===== src/rtl/capture_if.sv =====
// Capture stream toward the SDRAM write stage: sample strobe/data, done level,
// and the write-FIFO full status coming back.
interface capture_if #(
  parameter int DW = 16
);
  logic          capture_valid;
  logic [DW-1:0] capture_data;
  logic          capture_done;
  logic          wfifo_full;

  modport master (
    output capture_valid,
    output capture_data,
    output capture_done,
    input  wfifo_full
  );

  modport slave (
    input  capture_valid,
    input  capture_data,
    input  capture_done,
    output wfifo_full
  );
endinterface


===== src/rtl/capture_ctrl.sv =====
// Sample-capture sequencer: decimates the probe bus and runs PRE / ARMED / POST,
// streaming samples to the write stage and recording the trigger ring index.
module capture_ctrl #(
  parameter int DW   = 16,
  parameter int CW   = 32,
  parameter int DIVW = 24
) (
  input  logic            core_clk,
  input  logic            core_rst_n,
  input  logic            sample_en,
  input  logic [DIVW-1:0] sample_div,
  input  logic [CW-1:0]   sample_depth,
  input  logic [CW-1:0]   pre_depth,
  input  logic [CW-1:0]   sample_last_cnt,
  input  logic [DW-1:0]   sample_data,
  input  logic            trig_hit,
  capture_if.master       cap,
  output logic            trig_valid,
  output logic [CW-1:0]   trig_pos,
  output logic            overflow,
  output logic            busy
);

  typedef enum logic [2:0] {IDLE, PRE, ARMED, POST, DONE} state_t;

  state_t          state_q;
  logic [DIVW-1:0] div_cnt_q;
  logic [CW-1:0]   cap_idx_q;
  logic [CW-1:0]   pre_cnt_q;
  logic [CW-1:0]   post_cnt_q;
  logic            sample_en_q;
  logic            capture_valid_q;
  logic [DW-1:0]   capture_data_q;
  logic            capture_done_q;
  logic            trig_valid_q;
  logic [CW-1:0]   trig_pos_q;
  logic            overflow_q;
  logic            busy_q;

  logic            active;
  logic            abort;
  logic            strobe;
  logic            start;
  logic [CW-1:0]   pre_ld_d;
  logic [CW-1:0]   post_ld_d;
  logic [CW-1:0]   cap_idx_d;
  logic [DIVW-1:0] div_cnt_d;

  assign active = (state_q == PRE) || (state_q == ARMED) || (state_q == POST);
  assign abort  = active & ~sample_en;
  // Abort wins: a strobe landing on the abort cycle is never emitted.
  assign strobe = active & sample_en & (div_cnt_q == sample_div);
  assign start  = (state_q == IDLE) & sample_en & ~sample_en_q;

  // Pre-trigger count is clamped so at least one sample is left for the post phase.
  assign pre_ld_d  = (pre_depth < sample_depth) ? pre_depth
                   : ((sample_depth == '0) ? '0 : sample_depth - 1'b1);
  assign post_ld_d = (pre_depth < sample_depth) ? (sample_depth - pre_depth) : CW'(1);
  assign cap_idx_d = (cap_idx_q == sample_last_cnt) ? '0 : cap_idx_q + 1'b1;
  assign div_cnt_d = (active && sample_en && (div_cnt_q != sample_div)) ? div_cnt_q + 1'b1 : '0;

  always_ff @(posedge core_clk or negedge core_rst_n) begin
    if (!core_rst_n) begin
      state_q         <= IDLE;
      div_cnt_q       <= '0;
      cap_idx_q       <= '0;
      pre_cnt_q       <= '0;
      post_cnt_q      <= '0;
      sample_en_q     <= 1'b0;
      capture_valid_q <= 1'b0;
      capture_data_q  <= '0;
      capture_done_q  <= 1'b0;
      trig_valid_q    <= 1'b0;
      trig_pos_q      <= '0;
      overflow_q      <= 1'b0;
      busy_q          <= 1'b0;
    end else begin
      sample_en_q     <= sample_en;
      capture_valid_q <= strobe;
      div_cnt_q       <= div_cnt_d;
      capture_done_q  <= 1'b0;
      if (strobe) begin
        capture_data_q <= sample_data;
        cap_idx_q      <= cap_idx_d;
        if (cap.wfifo_full) overflow_q <= 1'b1;
      end
      if (abort) begin
        state_q <= IDLE;
        busy_q  <= 1'b0;
      end else begin
        case (state_q)
          IDLE: if (start) begin
            cap_idx_q    <= '0;
            trig_valid_q <= 1'b0;
            trig_pos_q   <= '0;
            overflow_q   <= 1'b0;
            pre_cnt_q    <= pre_ld_d;
            post_cnt_q   <= post_ld_d;
            state_q      <= (pre_ld_d == '0) ? ARMED : PRE;
            busy_q       <= 1'b1;
          end
          PRE: if (strobe) begin
            pre_cnt_q <= pre_cnt_q - 1'b1;
            if (pre_cnt_q == CW'(1)) state_q <= ARMED;
          end
          ARMED: if (strobe && trig_hit) begin
            trig_pos_q   <= cap_idx_q;
            trig_valid_q <= 1'b1;
            post_cnt_q   <= post_cnt_q - 1'b1;
            if (post_cnt_q == CW'(1)) begin
              state_q <= DONE;
              busy_q  <= 1'b0;
            end else begin
              state_q <= POST;
            end
          end
          POST: if (strobe) begin
            post_cnt_q <= post_cnt_q - 1'b1;
            if (post_cnt_q == CW'(1)) begin
              state_q <= DONE;
              busy_q  <= 1'b0;
            end
          end
          DONE: begin
            // Level is held so a slow-domain synchronizer cannot miss it.
            if (!sample_en) state_q <= IDLE;
            else            capture_done_q <= 1'b1;
          end
          default: begin
            state_q <= IDLE;
            busy_q  <= 1'b0;
          end
        endcase
      end
    end
  end

  assign cap.capture_valid = capture_valid_q;
  assign cap.capture_data  = capture_data_q;
  assign cap.capture_done  = capture_done_q;
  assign trig_valid        = trig_valid_q;
  assign trig_pos          = trig_pos_q;
  assign overflow          = overflow_q;
  assign busy              = busy_q;

endmodule

===== src/flat_wrapper.sv =====
// flat-port wrapper written by rule: the top's interface ports become plain ports
module capture_ctrl_flat 
#(
  parameter int DW   = 16,
  parameter int CW   = 32,
  parameter int DIVW = 24
)
  (core_clk, core_rst_n, sample_en, sample_div, sample_depth, pre_depth, sample_last_cnt, sample_data, trig_hit, trig_valid, trig_pos, overflow, busy, cap_capture_valid, cap_capture_data, cap_capture_done, cap_wfifo_full);
  capture_if #(.DW(DW)) cap_i ();
  input  logic core_clk;
  input  logic core_rst_n;
  input  logic sample_en;
  input  logic [DIVW-1:0] sample_div;
  input  logic [CW-1:0] sample_depth;
  input  logic [CW-1:0] pre_depth;
  input  logic [CW-1:0] sample_last_cnt;
  input  logic [DW-1:0] sample_data;
  input  logic trig_hit;
  output logic trig_valid;
  output logic [CW-1:0] trig_pos;
  output logic overflow;
  output logic busy;
  output wire logic [$bits(cap_i.capture_valid)-1:0] cap_capture_valid;
  output wire logic [$bits(cap_i.capture_data)-1:0] cap_capture_data;
  output wire logic [$bits(cap_i.capture_done)-1:0] cap_capture_done;
  input wire logic [$bits(cap_i.wfifo_full)-1:0] cap_wfifo_full;
  assign cap_capture_valid = cap_i.capture_valid;
  assign cap_capture_data = cap_i.capture_data;
  assign cap_capture_done = cap_i.capture_done;
  assign cap_i.wfifo_full = cap_wfifo_full;
  capture_ctrl #(.DW(DW), .CW(CW), .DIVW(DIVW)) u_core (.core_clk(core_clk), .core_rst_n(core_rst_n), .sample_en(sample_en), .sample_div(sample_div), .sample_depth(sample_depth), .pre_depth(pre_depth), .sample_last_cnt(sample_last_cnt), .sample_data(sample_data), .trig_hit(trig_hit), .cap(cap_i), .trig_valid(trig_valid), .trig_pos(trig_pos), .overflow(overflow), .busy(busy));
endmodule

===== config.mk =====
export PLATFORM = sky130hd
export DESIGN_NAME = capture_ctrl_flat
export DESIGN_NICKNAME = d
export VERILOG_FILES = /design/src/rtl/capture_if.sv /design/src/rtl/capture_ctrl.sv /design/src/flat_wrapper.sv
export SDC_FILE = /design/constraint.sdc
export NUM_CORES = 1
export LEC_CHECK = 0
export CAP_MARGIN = 10
export CORE_MARGIN = 8
export CORE_UTILIZATION = 45
export CTS_BUF_LIST = sky130_fd_sc_hd__clkbuf_4 sky130_fd_sc_hd__clkbuf_8 sky130_fd_sc_hd__clkbuf_16
export DETAILED_ROUTE_END_ITERATION = 6
export PLACE_DENSITY = 0.71
export SKIP_CTS_REPAIR_TIMING = 1
export SLEW_MARGIN = 10
export SYNTH_ARGS = -nofsm -noshare
export SYNTH_HDL_FRONTEND = slang
export SYNTH_SLANG_ARGS = --single-unit
export TNS_END_PERCENT = 30

===== constraint.sdc =====
create_clock -name core_clk -period 6.4 [get_ports core_clk]
set_input_delay 1.28 -clock core_clk [delete_from_list [all_inputs] [get_ports core_clk]]
set_output_delay 1.28 -clock core_clk [all_outputs]
set_load 0.01 [all_outputs]

## Yosys cells after proc, flatten, opt, wreduce, memory -nomap -nowiden

Cells that the tools add are included.

- Bits in registers: 177
- Input bits: 141
- Output and inout bits: 53
- Logic and storage cells: 113

- Add/sub/neg operators: 6
- Order comparisons: 1
- Equal/unequal tests: 21
- Muxes and demuxes: 47
- Bitwise gates (word level): 8
- Reductions and logical operators: 17

Operators by type and width:

| kind | number |
|---|---|
| two-way mux 32 bit | 15 |
| case mux 32 bit (2 select lines) | 2 |
| case mux 32 bit (3 select lines) | 1 |
| subtractor 32 x 1 -> 32 bit (second input constant) | 3 |
| equality test 32 x 1 -> 1 bit (second input constant) | 2 |
| zero test 32 bit | 2 |
| adder 32 x 1 -> 32 bit (second input constant) | 1 |
| equality test 32 bit | 1 |
| < comparator 32 bit | 1 |
| subtractor 32 bit | 1 |
| two-way mux 3 bit | 9 |
| adder 24 x 1 -> 24 bit (second input constant) | 1 |
| equality test 24 bit | 1 |
| two-way mux 24 bit | 1 |
| != test 24 bit | 1 |
| two-way mux 1 bit | 15 |
| case mux 3 bit (5 select lines) | 1 |
| != test 3 x 2 -> 1 bit (second input constant) | 4 |
| AND reduction 4 bit | 3 |
| != test 3 x 1 -> 1 bit (second input constant) | 3 |
| != test 2 x 1 -> 1 bit (second input constant) | 4 |
| AND reduction 7 bit | 1 |
| equality test 3 x 2 -> 1 bit (second input constant) | 2 |
| AND 1 bit | 5 |
| other kinds (14) | 20 |

## Depth between registers and ports, before layout

Gate-level depths: netlist of run 1.

- Word-level depth: 9
- Gate-level depth with buffers: 16

## Worst setup path before layout of run 1

Ideal clock, no wire load.

- Kind: input port to flip-flop
- Start point: in pre_depth[18]
- End point: reg u_core.pre_cnt_q[11]
- Library setup time: 122 ps
- Data arrival time: 3,897 ps
- Required time: 6,278 ps
- Path slack: 2,381 ps
- Cell stages on the path: 14
- Buffers on the path: 3
- Cell sequence: inv_1 ha_1 clkbuf_1 nand4_1 or4_1 nor3b_1 nor3_1 a31oi_1 nand2_1 clkbuf_1 clkbuf_1 nand2_1 o311ai_0 a32o_1

- Cells in the longest elaborated chain, start to end: 4

RTL lines:

| element | RTL line | text |
|---|---|---|
| start, declared | flat_wrapper.sv:15 | `input logic [CW-1:0] pre_depth;` |
| < comparator 32 bit | capture_ctrl.sv:56 | `assign pre_ld_d = (pre_depth < sample_depth) ? pre_depth` |
| two-way mux 32 bit | capture_ctrl.sv:56 |  |
| two-way mux 32 bit | capture_ctrl.sv:92 | `IDLE: if (start) begin` |
| case mux 32 bit (2 select lines) | capture_ctrl.sv:91 | `case (state_q)` |
| end signal, assigned | capture_ctrl.sv:97 | `pre_cnt_q <= pre_ld_d;` |
| end signal, assigned | capture_ctrl.sv:103 | `pre_cnt_q <= pre_cnt_q - 1'b1;` |
| end, declared | capture_ctrl.sv:29 | `logic [CW-1:0] pre_cnt_q;` |

No other way between the ends. The select of a mux whose other input is x is not followed.
A chain may end at the register's enable or synchronous reset.

## Worst setup path in the final report of run 1

- Start point: in pre_depth[26]
- End point: reg u_core.pre_cnt_q[21]

The elaborated chain is that of the path after synthesis.

==> impl_results.md, run 1 <==
* Sequential fraction of the synthesis area at 35.8%
* Layout Area Growth over Synthesis at 23.3%
* Final Max Slew Viols at 0
* Hold Crit Class: flip-flop to flip-flop
* H-tree depth at 4
* Pwr dens at 259 nW/um^2
* Drt pass-1 iters at 7
* Largest family of logic cells by synthesized area: simple AND/OR/NAND/NOR gates
* Synth Flop Type: dfrtp_1
* Most frequent cells in the layout: clkdlybuf4s50_1, dfrtp_1, nand2_1
* Gpl congestion at between 1 and 1.5
* Post-synthesis mux area share at 2.23%
* Multi-input logic area at around 7400 sq um
* Critical path class: input port to flip-flop
* Post-Syn Area at roughly 12000 sq um
* Max FO, Critical Path at 46
* WP buf/inv at 3
* Layout cells sized above 1 at 5.16%
* Post-route ant nets at 0
* Number of synthesized flops with an enable pin at 0
* Crit-path leading delay family: simple AND/OR/NAND/NOR gates
* CTS root buf: clkbuf_16
* Max-Cap Viols at 0
* Sw power at about 1.6 mW
* Slew @ Worst Pin at 1.03 ns
* Routed WL at 39.4 mm
* Longest Clk Path Bufs at 2
* FF/Latch Area at 4430 sq um
* TritonCTS buffer count at 17
* Fillers at 2448
* Ports at slightly below 200
* Post-Layout Cell Count at 2028
* Minimum clock period at ~5 ns
* Xor/xnor share of the synthesized area at 11.3%
* Fin Setup TNS at 0 ns
* Status: complete, no violations
* Cells after Synth at 1515
* Die Ht at 182 um
* Clock transition at path regs at roughly 0.08 ns
* Synth warn at 0
* Worst path slowest cell: clkdlybuf4s50_1
* Clk_skew at 0.0174 ns
* Part of the power in registers at about 39%
* CP arrival at between 5 and 6 ns
* Vias per cell at 5.90
* Crit path launch type: input port
* Starting density of the core at 45.9%
* Die area at 33000 sq um
* Die span in x at 182 um
* Remaining Overflow, GRT at 0
* Worst setup EP type: flip-flop
* Sw Share at 39.7%
* #FFs+latches synth at between 150 and 200
* Synth Area in Adders at under 10%
* Part of the cycle the worst path needs at between 70% and 80%
* Util after Layout at 56.6%
* Drc violations at 0
* Clock Power Share at ~29%
* # clock sinks at 177
* Vias at 12000
* Nets at between 1500 and 2000
* Port Buffers at 193
* Max stage delay on crit path at 0.61 ns
* Max transition margin at 30.4%
* Setup Viol. Count Final at 0
* Netlist cell types at 74
* DR iter-0 viols at 1000
* HPWL Detailed at just under 30 mm
* Fraction of the mapped netlist area in simple logic gates at 23.7%
* Commonest non-fill, non-tap cell in the layout: clkdlybuf4s50_1
* Post-synthesis async set-or-reset flop share at 100%
* CTS tree: yes
* CP cell instances: clkdlybuf4s50_1 > inv_1 > ha_1 > nand4_1 > or4_1 > nor3b_1 > nor3_1 > a31oi_1 > nand2_2 > buf_4 > nor3_1 > a21oi_1 > a32o_1 > a21oi_1
* Initial antenna violation count at 0
* Power share of the combinational group at 32.8%
* Net count after synthesis at 1697
* Fmax at 201 MHz
* GRT Total Usage at 23.5%
* Worst Path Required at 6.77 ns
* Syn avg cell area at 8.16 sq um
* Complex-gate fraction of the synthesized area at 18.5%
* Pint at 2.38 mW
* Static leakage at roughly 6.1 nW
* Wire length per cell at just under 20 um
* Worst-Skew Late Latency at 0.45 ns
* Worst ir drop on vdd at approximately 210 uV
* RSZ-0062 raised after global routing: no
* Vias in the first global route at 11800
* Core area at 27000 sq um
* Dpl cells at 1995
* Endpoints failing hold at 0
* Largest net degree at the start of global routing at 76
* First-pass GRT wire length at 63.3 mm
* Row count at 60
[worst min-delay path, delay by kind of cell (launching register included)]
kind,cells,cell delay [ns]
DFF,1,0.35
AOI/OAI and AO/OA,1,0.06
and+or+nand+nor,1,0.04
[sequential cells by signal, summed over array words and instances (netlist names)]
register	cells
u_core.sample_en_q	1
u_core.trig_valid	1
u_core.post_cnt_q	32
u_core.div_cnt_q	24
u_core.cap.capture_valid	1
u_core.cap_idx_q	32
u_core.state_q	3
u_core.cap.capture_data	16
u_core.overflow	1
u_core.trig_pos	32
u_core.cap.capture_done	1
u_core.busy	1
u_core.pre_cnt_q	32
[kinds of logic (layout without fill, tap and decap cells)]
group                      after synthesis  count (layout)
and+or+nand+nor                        610             610
AOI/OAI and AO/OA                      369             369
other                                    0               1
muxes                                   25              25
DFF                                    177             177
buffers and inverters                  133             304
adders and majority gates               41              41
xor gates and xnor gates               160             160
[stage by stage]
stage	power (mW)	cell area, sq um	hold slack (ns)	setup slack (ns)
global route	4.19	15200	0.513	1.13
floorplan	2.36	12400	0.449	2.38
global placement	2.79	14600	0.460	1.06
detailed placement	2.81	14600	0.473	1.01
CTS	3.94	15200	0.491	1.46
finish	3.95	15200	0.483	1.42
[worst paths after layout]
kind	from	end	slack [ns]	cells after the start
max	pre_depth[26]	u_core.pre_cnt_q[21]	1.42	14
min	u_core.trig_pos[30]	u_core.trig_pos[30]	0.48	2
max reg2reg	u_core.div_cnt_q[19]	u_core.cap_idx_q[31]	3.03	11
min reg2reg	u_core.trig_pos[30]	u_core.trig_pos[30]	0.48	2
max in group asynchronous	core_rst_n	u_core.cap.capture_data[9]	4.28	2
min in group asynchronous	core_rst_n	u_core.div_cnt_q[13]	0.76	1
[Yosys cell counts, types with 4 or more instances]
cell | count | area, sq um
a32oi_1 | 10 | 87.6
mux2_2 | 18 | 203
o21a_1 | 5 | 37.5
xor2_1 | 65 | 569
nor3b_1 | 7 | 52.6
a22o_1 | 8 | 70.1
nor4_1 | 38 | 238
dfrtp_1 | 177 | 4430
xnor2_1 | 95 | 832
o32ai_1 | 6 | 52.6
and2_1 | 7 | 43.8
o21ai_0 | 115 | 576
o221ai_1 | 10 | 87.6
and3_1 | 18 | 113
or3_1 | 13 | 81.3
a21oi_1 | 87 | 435
o211ai_1 | 7 | 52.6
a31oi_1 | 16 | 100
nand2b_1 | 11 | 68.8
a211oi_1 | 9 | 67.6
nor3_1 | 55 | 275
o31ai_1 | 6 | 45.0
nor2_1 | 165 | 619
o21bai_1 | 7 | 52.6
or4_1 | 10 | 75.1
o22ai_1 | 6 | 37.5
inv_1 | 60 | 225
clkbuf_1 | 62 | 233
a32o_1 | 4 | 40.0
nand2_1 | 174 | 653
nand4_1 | 32 | 200
nor2b_1 | 6 | 37.5
a22oi_1 | 4 | 30.0
nand3_1 | 47 | 235
buf_1 | 5 | 18.8
ha_1 | 40 | 500
mux2i_1 | 5 | 50.1
o21ai_1 | 20 | 100
buf_2 | 4 | 20.0
nand3b_1 | 7 | 52.6
a21o_1 | 15 | 113
o22a_1 | 5 | 43.8
[layout make-up]
| type | instances | share of cell area (%) |
|---|---|---|
| clock inverter | 15 | 1.40 |
| sequential | 177 | 29.1 |
| multi-input combinational | 1205 | 48.9 |
| tap | 341 | 2.80 |
| timing repair buffer | 211 | 13.6 |
| antenna | 1 | 0.0164 |
| inverter | 61 | 1.50 |
| clock buffer | 17 | 2.79 |
[power groups by stage]
stage	Combinational (mW)	Sequential, mW	Clock (mW)
2_1_floorplan	0.881	1.48	0
3_3_place_gp	1.26	1.53	0
3_5_place_dp	1.27	1.54	0
4_1_cts	1.28	1.52	1.14
5_1_grt	1.43	1.55	1.20
6_report	1.29	1.53	1.13
[layer usage]
metal / share of wire (%) / routed length (um) / track usage (%) / vias up
li1: - / - / - / 5745
met1: 44 / 17200 / 30.8 / 5719
met2: 47 / 18400 / 38.4 / 454
met3: 7.1 / 2810 / 4.91 / 57
met4: 2.4 / 952 / 7.08 / 0
met5: 0 / 0 / 0 / -
Note: power is estimated with default switching activity, not from simulation.
==> inputs of run 2 (changes only) <==
Settings changed: PLACE_DENSITY 0.71 to 0.73.
Clock period 6.4 ns to 4.3 ns, I/O delays scaled along.
==> impl_results.md, run 2 (same netlist as run 1, synthesis figures left out) <==
* Status: complete, no violations
* Critical path class: input port to flip-flop
* Vias at 12500 (+4.4%)
* Setup Viol. Count Final at 0 (unchanged)
* Initial antenna violation count at 0 (unchanged)
* Pint at 3.64 mW (+53%)
* Minimum clock period at about 4.1 ns
* Sw power at 2.32 mW (+48%)
* Starting density of the core at 45.9% (unchanged)
* Max transition margin at 30.7% (+0.36 points)
* Util after Layout at 59.8% (+3.3 points)
* Ant diodes at 0 (-1)
* TritonCTS buffer count at 17 (unchanged)
* Largest net degree at the start of global routing at 108 (+42%)
* HPWL Detailed at 31.5 mm (+5.8%)
* WP buf/inv at 2 (-1)
* Max FO, Critical Path at 3 (-93%)
* Final worst setup slack at 0.217 ns (-1.20 ns)
* Critical Path Start: sample_depth[16]
* Clock transition at path regs at 0.08 ns (about the same)
* Commonest non-fill, non-tap cell in the layout: clkdlybuf4s50_1
* Drc violations at 0 (unchanged)
* Post-Layout Cell Count at 2136 (+5.3%)
* Vias in the first global route at 12100 (+2.2%)
* Static leakage at 6.66 nW (+8.8%)
* Final Max Slew Viols at 0 (unchanged)
* Hold Crit Class: flip-flop to flip-flop
* Worst path slowest cell: or4_1
* First-pass GRT wire length at 64.6 mm (+2.0%)
* CP arrival at 4.39 ns (-0.96 ns)
* Design Area, Final at 16100 sq um (+5.8%)
* Pre-CTS setup slack at -0.357 ns (-1.37 ns)
* CTS tree: yes
* Slew @ Worst Pin at 1.04 ns (+0.00419 ns)
* Clk_skew at 0.0199 ns (+0.00251 ns)
* Post-route ant nets at 0 (unchanged)
* GRT Total Usage at 24.0% (+0.56 points)
* Endpoints failing hold at 0 (unchanged)
* Fin Setup TNS at 0 ns (unchanged)
* Nets at 1964 (+5.9%)
* Most frequent cells in the layout: clkdlybuf4s50_1, dfrtp_1, nand2_1
* Remaining Overflow, GRT at 0 (unchanged)
* Die Ht at 182 um (unchanged)
* Wire length per cell at 19.0 um (-2.3%)
* Layout Area Growth over Synthesis at 30.4%
* Core area at 27000 sq um (unchanged)
* Max-Cap Viols at 0 (unchanged)
* Worst Path Required at 4.61 ns (-2.16 ns)
* H-tree depth at 4 (unchanged)
* Fmax at 245 MHz
* FF-to-FF Start: u_core.pre_cnt_q[14]
* Drt pass-1 iters at 7 (unchanged)
* Routed WL at 40.5 mm (+2.9%)
* DR iter-0 viols at 1143 (+14%)
* # clock sinks at 177 (unchanged)
* RSZ-0062 raised after global routing: no
* Crit-path leading delay family: simple AND/OR/NAND/NOR gates
* Sw Share at 38.9% (-0.74 points)
* Clock Power Share at 27.2% (-1.4 points)
* Worst ir drop on vdd at 289 uV (+38%)
* Part of the cycle the worst path needs at 94.9%
* Dpl cells at 2104 (+5.5%)
* Ports at 194 (unchanged)
* Layout cells sized above 1 at 11.0% (+5.8 points)
* Crit path launch type: input port
* DP Area at 15500 sq um (+6.1%)
* Vias per cell at 5.85 (-0.87%)
* Worst-Skew Late Latency at 0.45 ns (about the same)
* Die area at 33000 sq um (unchanged)
* Worst setup EP type: flip-flop
* CTS root buf: clkbuf_16
* Row count at 60 (unchanged)
* Worst Hold Launch: u_core.trig_pos[25]
* Die span in x at 182 um (unchanged)
* Max stage delay on crit path at 0.65 ns (+0.04 ns)
* Gpl congestion at 0.988 (-4.6%)
* Power share of the combinational group at 34.6% (+1.8 points)
* Pwr dens at 369 nW/um^2 (+43%)
* Port Buffers at 193 (unchanged)
* Longest Clk Path Bufs at 2 (unchanged)
* Part of the power in registers at 38.2% (-0.5 points)
* CP cell instances: clkdlybuf4s50_1 > or4_1 > nor4_1 > nand4_1 > nor3_1 > xor2_1 > a2111oi_2 > buf_4 > nand4_1 > a2111oi_2 > a21oi_1 > o2bb2ai_1
## run 2: cell count changes in the layout (fill, tap and decap cells not counted), sizes merged
cell    before  now
buf         19  128
clkinv       4    6
inv         72   70
diode        1    0
## run 2: power groups by stage
stage	combinational [mW]	clock [mW]	sequential, mW
floorplan	1.31	0	2.21
global placement	1.99	0	2.28
detailed placement	2.03	0	2.29
CTS	2.05	1.64	2.26
global route	2.27	1.71	2.32
finish	2.06	1.62	2.27
## run 2: metrics by stage
stage,hold slack (ns),total power [mW]
2_1_floorplan,0.449,3.52
3_3_place_gp,0.461,4.27
3_5_place_dp,0.471,4.32
4_1_cts,0.489,5.95
5_1_grt,0.509,6.30
6_report,0.481,5.96
## run 2: path summary, 6_finish.rpt
kind | cells past startpoint | endpoint | slack (ns)
worst min-delay path | 2 | u_core.trig_pos[25] | 0.48
worst max register to register | 7 | u_core.pre_cnt_q[23] | 1.13
worst max-delay path | 12 | u_core.state_q[0] | 0.22
min in group asynchronous | 1 | u_core.div_cnt_q[14] | 0.55
max in group asynchronous | 2 | u_core.cap.capture_data[9] | 2.74
worst min register to register | 2 | u_core.trig_pos[25] | 0.48
## run 2: per-layer routing
metal / part of all wire [%] / vias to the layer above / GRT usage [%] / routed length [um]
li1: - / 5966 / - / -
met5: 0 / - / 0 / 0
met2: 47 / 516 / 39.6 / 19100
met1: 43 / 5956 / 31.5 / 17500
met3: 7.1 / 65 / 4.41 / 2880
met4: 2.6 / 0 / 7.71 / 1050
## run 2: area by class of cell
class	instances	area [sq um]
clock buffer	17	425
clock inverter	15	196
fill	2332	10800
inverter	61	229
multi-input combinational	1205	7460
sequential	177	4430
tap	341	427
timing repair buffer	320	2960
## run 2: worst min-delay path, stage by stage, from the launching register on
cell and delay (ns):
dfrtp_1 0.35, nand2_1 0.05, o21ai_0 0.06
==> inputs of run 3 (changes only) <==
--- a/config.mk
+++ b/config.mk
@@ -12,2 +12,3 @@
 export DETAILED_ROUTE_END_ITERATION = 6
+export HOLD_SLACK_MARGIN = 0.1
 export PLACE_DENSITY = 0.73
==> constraint.sdc (replaced) <==
create_clock -name core_clk -period 4.3 [get_ports core_clk]
set_input_delay 1.29 -clock core_clk [delete_from_list [all_inputs] [get_ports core_clk]]
set_output_delay 1.29 -clock core_clk [all_outputs]
set_load 0.01 [all_outputs]
==> impl_results.md, run 3 (same netlist as run 1, synthesis figures left out) <==
* Status: complete, no violations
* Max stage delay on crit path at 0.59 ns (-0.06 ns)
* Worst path slowest cell: or4_4
* Worst setup EP type: flip-flop
* Part of the cycle the worst path needs at 98.0% (+3.1 points)
* DR iter-0 viols at 1100 (-3.8%)
* WP buf/inv at 3 (+1)
* Longest Clk Path Bufs at 2 (unchanged)
* Gpl congestion at 0.986 (-0.21%)
* Endpoints failing hold at 0 (unchanged)
* Wire length per cell at 18.6 um (-1.8%)
* HPWL Detailed at 32.2 mm (+2.2%)
* Pwr dens at 361 nW/um^2 (-2.4%)
* Slew @ Worst Pin at 0.963 ns (-0.0758 ns)
* Largest net degree at the start of global routing at 84 (-22%)
* Fmax at 237 MHz (-3.1%)
* CP arrival at 4.53 ns (+0.14 ns)
* Layout cells sized above 1 at 15.3% (+4.3 points)
* Drt pass-1 iters at 6 (-1)
* Most frequent cells in the layout: buf_4, clkdlybuf4s50_1, dfrtp_1
* Critical path class: input port to flip-flop
* Vias per cell at 5.80 (-0.97%)
* Ports at 194 (unchanged)
* Max-Cap Viols at 0 (unchanged)
* Highest Signal Layer: met5
* CTS root buf: clkbuf_16
* Fin Setup TNS at 0 ns (unchanged)
* Port Buffers at 193 (unchanged)
* Minimum clock period at 4.21 ns (+0.131 ns)
* Crit path launch type: input port
* Clk_skew at 0.0166 ns (-0.00333 ns)
* Clock transition at path regs at 0.08 ns (about the same)
* Drc violations at 0 (unchanged)
* WP depth at 12 (unchanged)
* First-pass GRT wire length at 65.0 mm (+0.56%)
* Setup Viol. Count Final at 0 (unchanged)
* TritonCTS buffer count at 17 (unchanged)
* Met3 WL post-DR at 3.16 mm (+9.8%)
* CP cell instances: clkdlybuf4s50_1 > or4_4 > nor4_4 > nand4_1 > buf_4 > buf_4 > or4_1 > a21oi_1 > nand3b_1 > a2111oi_4 > a21oi_1 > o2bb2ai_1
* Crit-path leading delay family: simple AND/OR/NAND/NOR gates
* Commonest non-fill, non-tap cell in the layout: buf_4
* Core area at 27000 sq um (unchanged)
* GRT Total Usage at 24.3% (+0.28 points)
* Die span in x at 182 um (unchanged)
* Hold Crit Class: flip-flop to flip-flop
* Row count at 60 (unchanged)
* Remaining Overflow, GRT at 0 (unchanged)
* Initial antenna violation count at 1 (+1)
* Post-route ant nets at 0 (unchanged)
* Max transition margin at 35.2% (+4.5 points)
* Hold Crit Depth at 2 (unchanged)
* WL met2 at 19.4 mm (+1.3%)
* Nets at 2043 (+4.0%)
* Die area at 33000 sq um (unchanged)
* CTS tree: yes
* Vias in the first global route at 12400 (+2.6%)
* Fillers at 2302 (-1.3%)
* Worst ir drop on vdd at 306 uV (+6.1%)
* Worst reg-to-reg path cell count at 7 (unchanged)
* Starting density of the core at 45.9% (unchanged)
* Layout Area Growth over Synthesis at 36.1%
* Util after Layout at 62.4% (+2.6 points)
* Final Max Slew Viols at 0 (unchanged)
* Vias at 12800 (+2.7%)
* Static leakage at 7.07 nW (+6.1%)
* Worst-Skew Late Latency at 0.45 ns (about the same)
* Routed WL at 41.3 mm (+1.9%)
* M1 WL at 17.5 mm (-0.23%)
* H-tree depth at 4 (unchanged)
* Worst Path Required at 4.62 ns (about the same)
* Max FO, Critical Path at 5 (+2)
* # clock sinks at 177 (unchanged)
* Die Ht at 182 um (unchanged)
[run 3: where the power goes]
| group | leakage [nW] | switching [mW] | internal, mW |
|---|---|---|---|
| clock network | 0.310 | 0.841 | 0.818 |
| registers | 2.36 | 0.309 | 1.96 |
| logic | 4.40 | 1.21 | 0.925 |
| total | 7.07 | 2.36 | 3.71 |
[run 3: metrics by stage]
step	power, mW	hold slack (ns)	cell area (sq um)	setup WS, ns	instances
global placement	4.32	0.462	16100	-0.546	2182
global route	6.41	0.515	16800	-0.000167	2215
finish	6.07	0.483	16800	0.0859	2216
detailed placement	4.38	0.471	16100	-0.526	2182
floorplan	3.52	0.449	12400	0.271	1515
CTS	6.04	0.488	16700	-0.150	2214
[run 3: layout make-up]
cell class                      instances  area [sq um]  share of cell area [%]
Multi-Input combinational cell       1205          7540                    44.8
Sequential cell                       177          4430                    26.3
Timing Repair Buffer                  399          3560                    21.1
Tap cell                              341           427                    2.54
Clock buffer                           17           425                    2.53
Inverter                               61           229                    1.36
Clock inverter                         15           218                    1.29
Antenna cell                            1          2.50                  0.0149
[run 3: tightest hold or removal path, cell delays in order, from the launching register on]
cell     delay (ns)
dfrtp_1        0.34
nand2_1        0.04
o21ai_0        0.06
[run 3: per-layer routing]
layer / global-route usage, % / up-vias
li1: - / 6119
met1: 31.5 / 6119
met2: 39.2 / 521
met3: 5.63 / 84
met4: 8.56 / 2
met5: 0 / -
[run 3: worst paths after layout]
check	from	endpoint	slack, ns
max reg2reg	u_core.pre_cnt_q[14]	u_core.pre_cnt_q[23]	1.15
max in group asynchronous	core_rst_n	u_core.trig_pos[28]	2.44
min in group asynchronous	core_rst_n	u_core.div_cnt_q[12]	0.87
min	u_core.trig_pos[11]	u_core.trig_pos[11]	0.48
min reg2reg	u_core.trig_pos[11]	u_core.trig_pos[11]	0.48
max	sample_depth[6]	u_core.state_q[0]	0.09
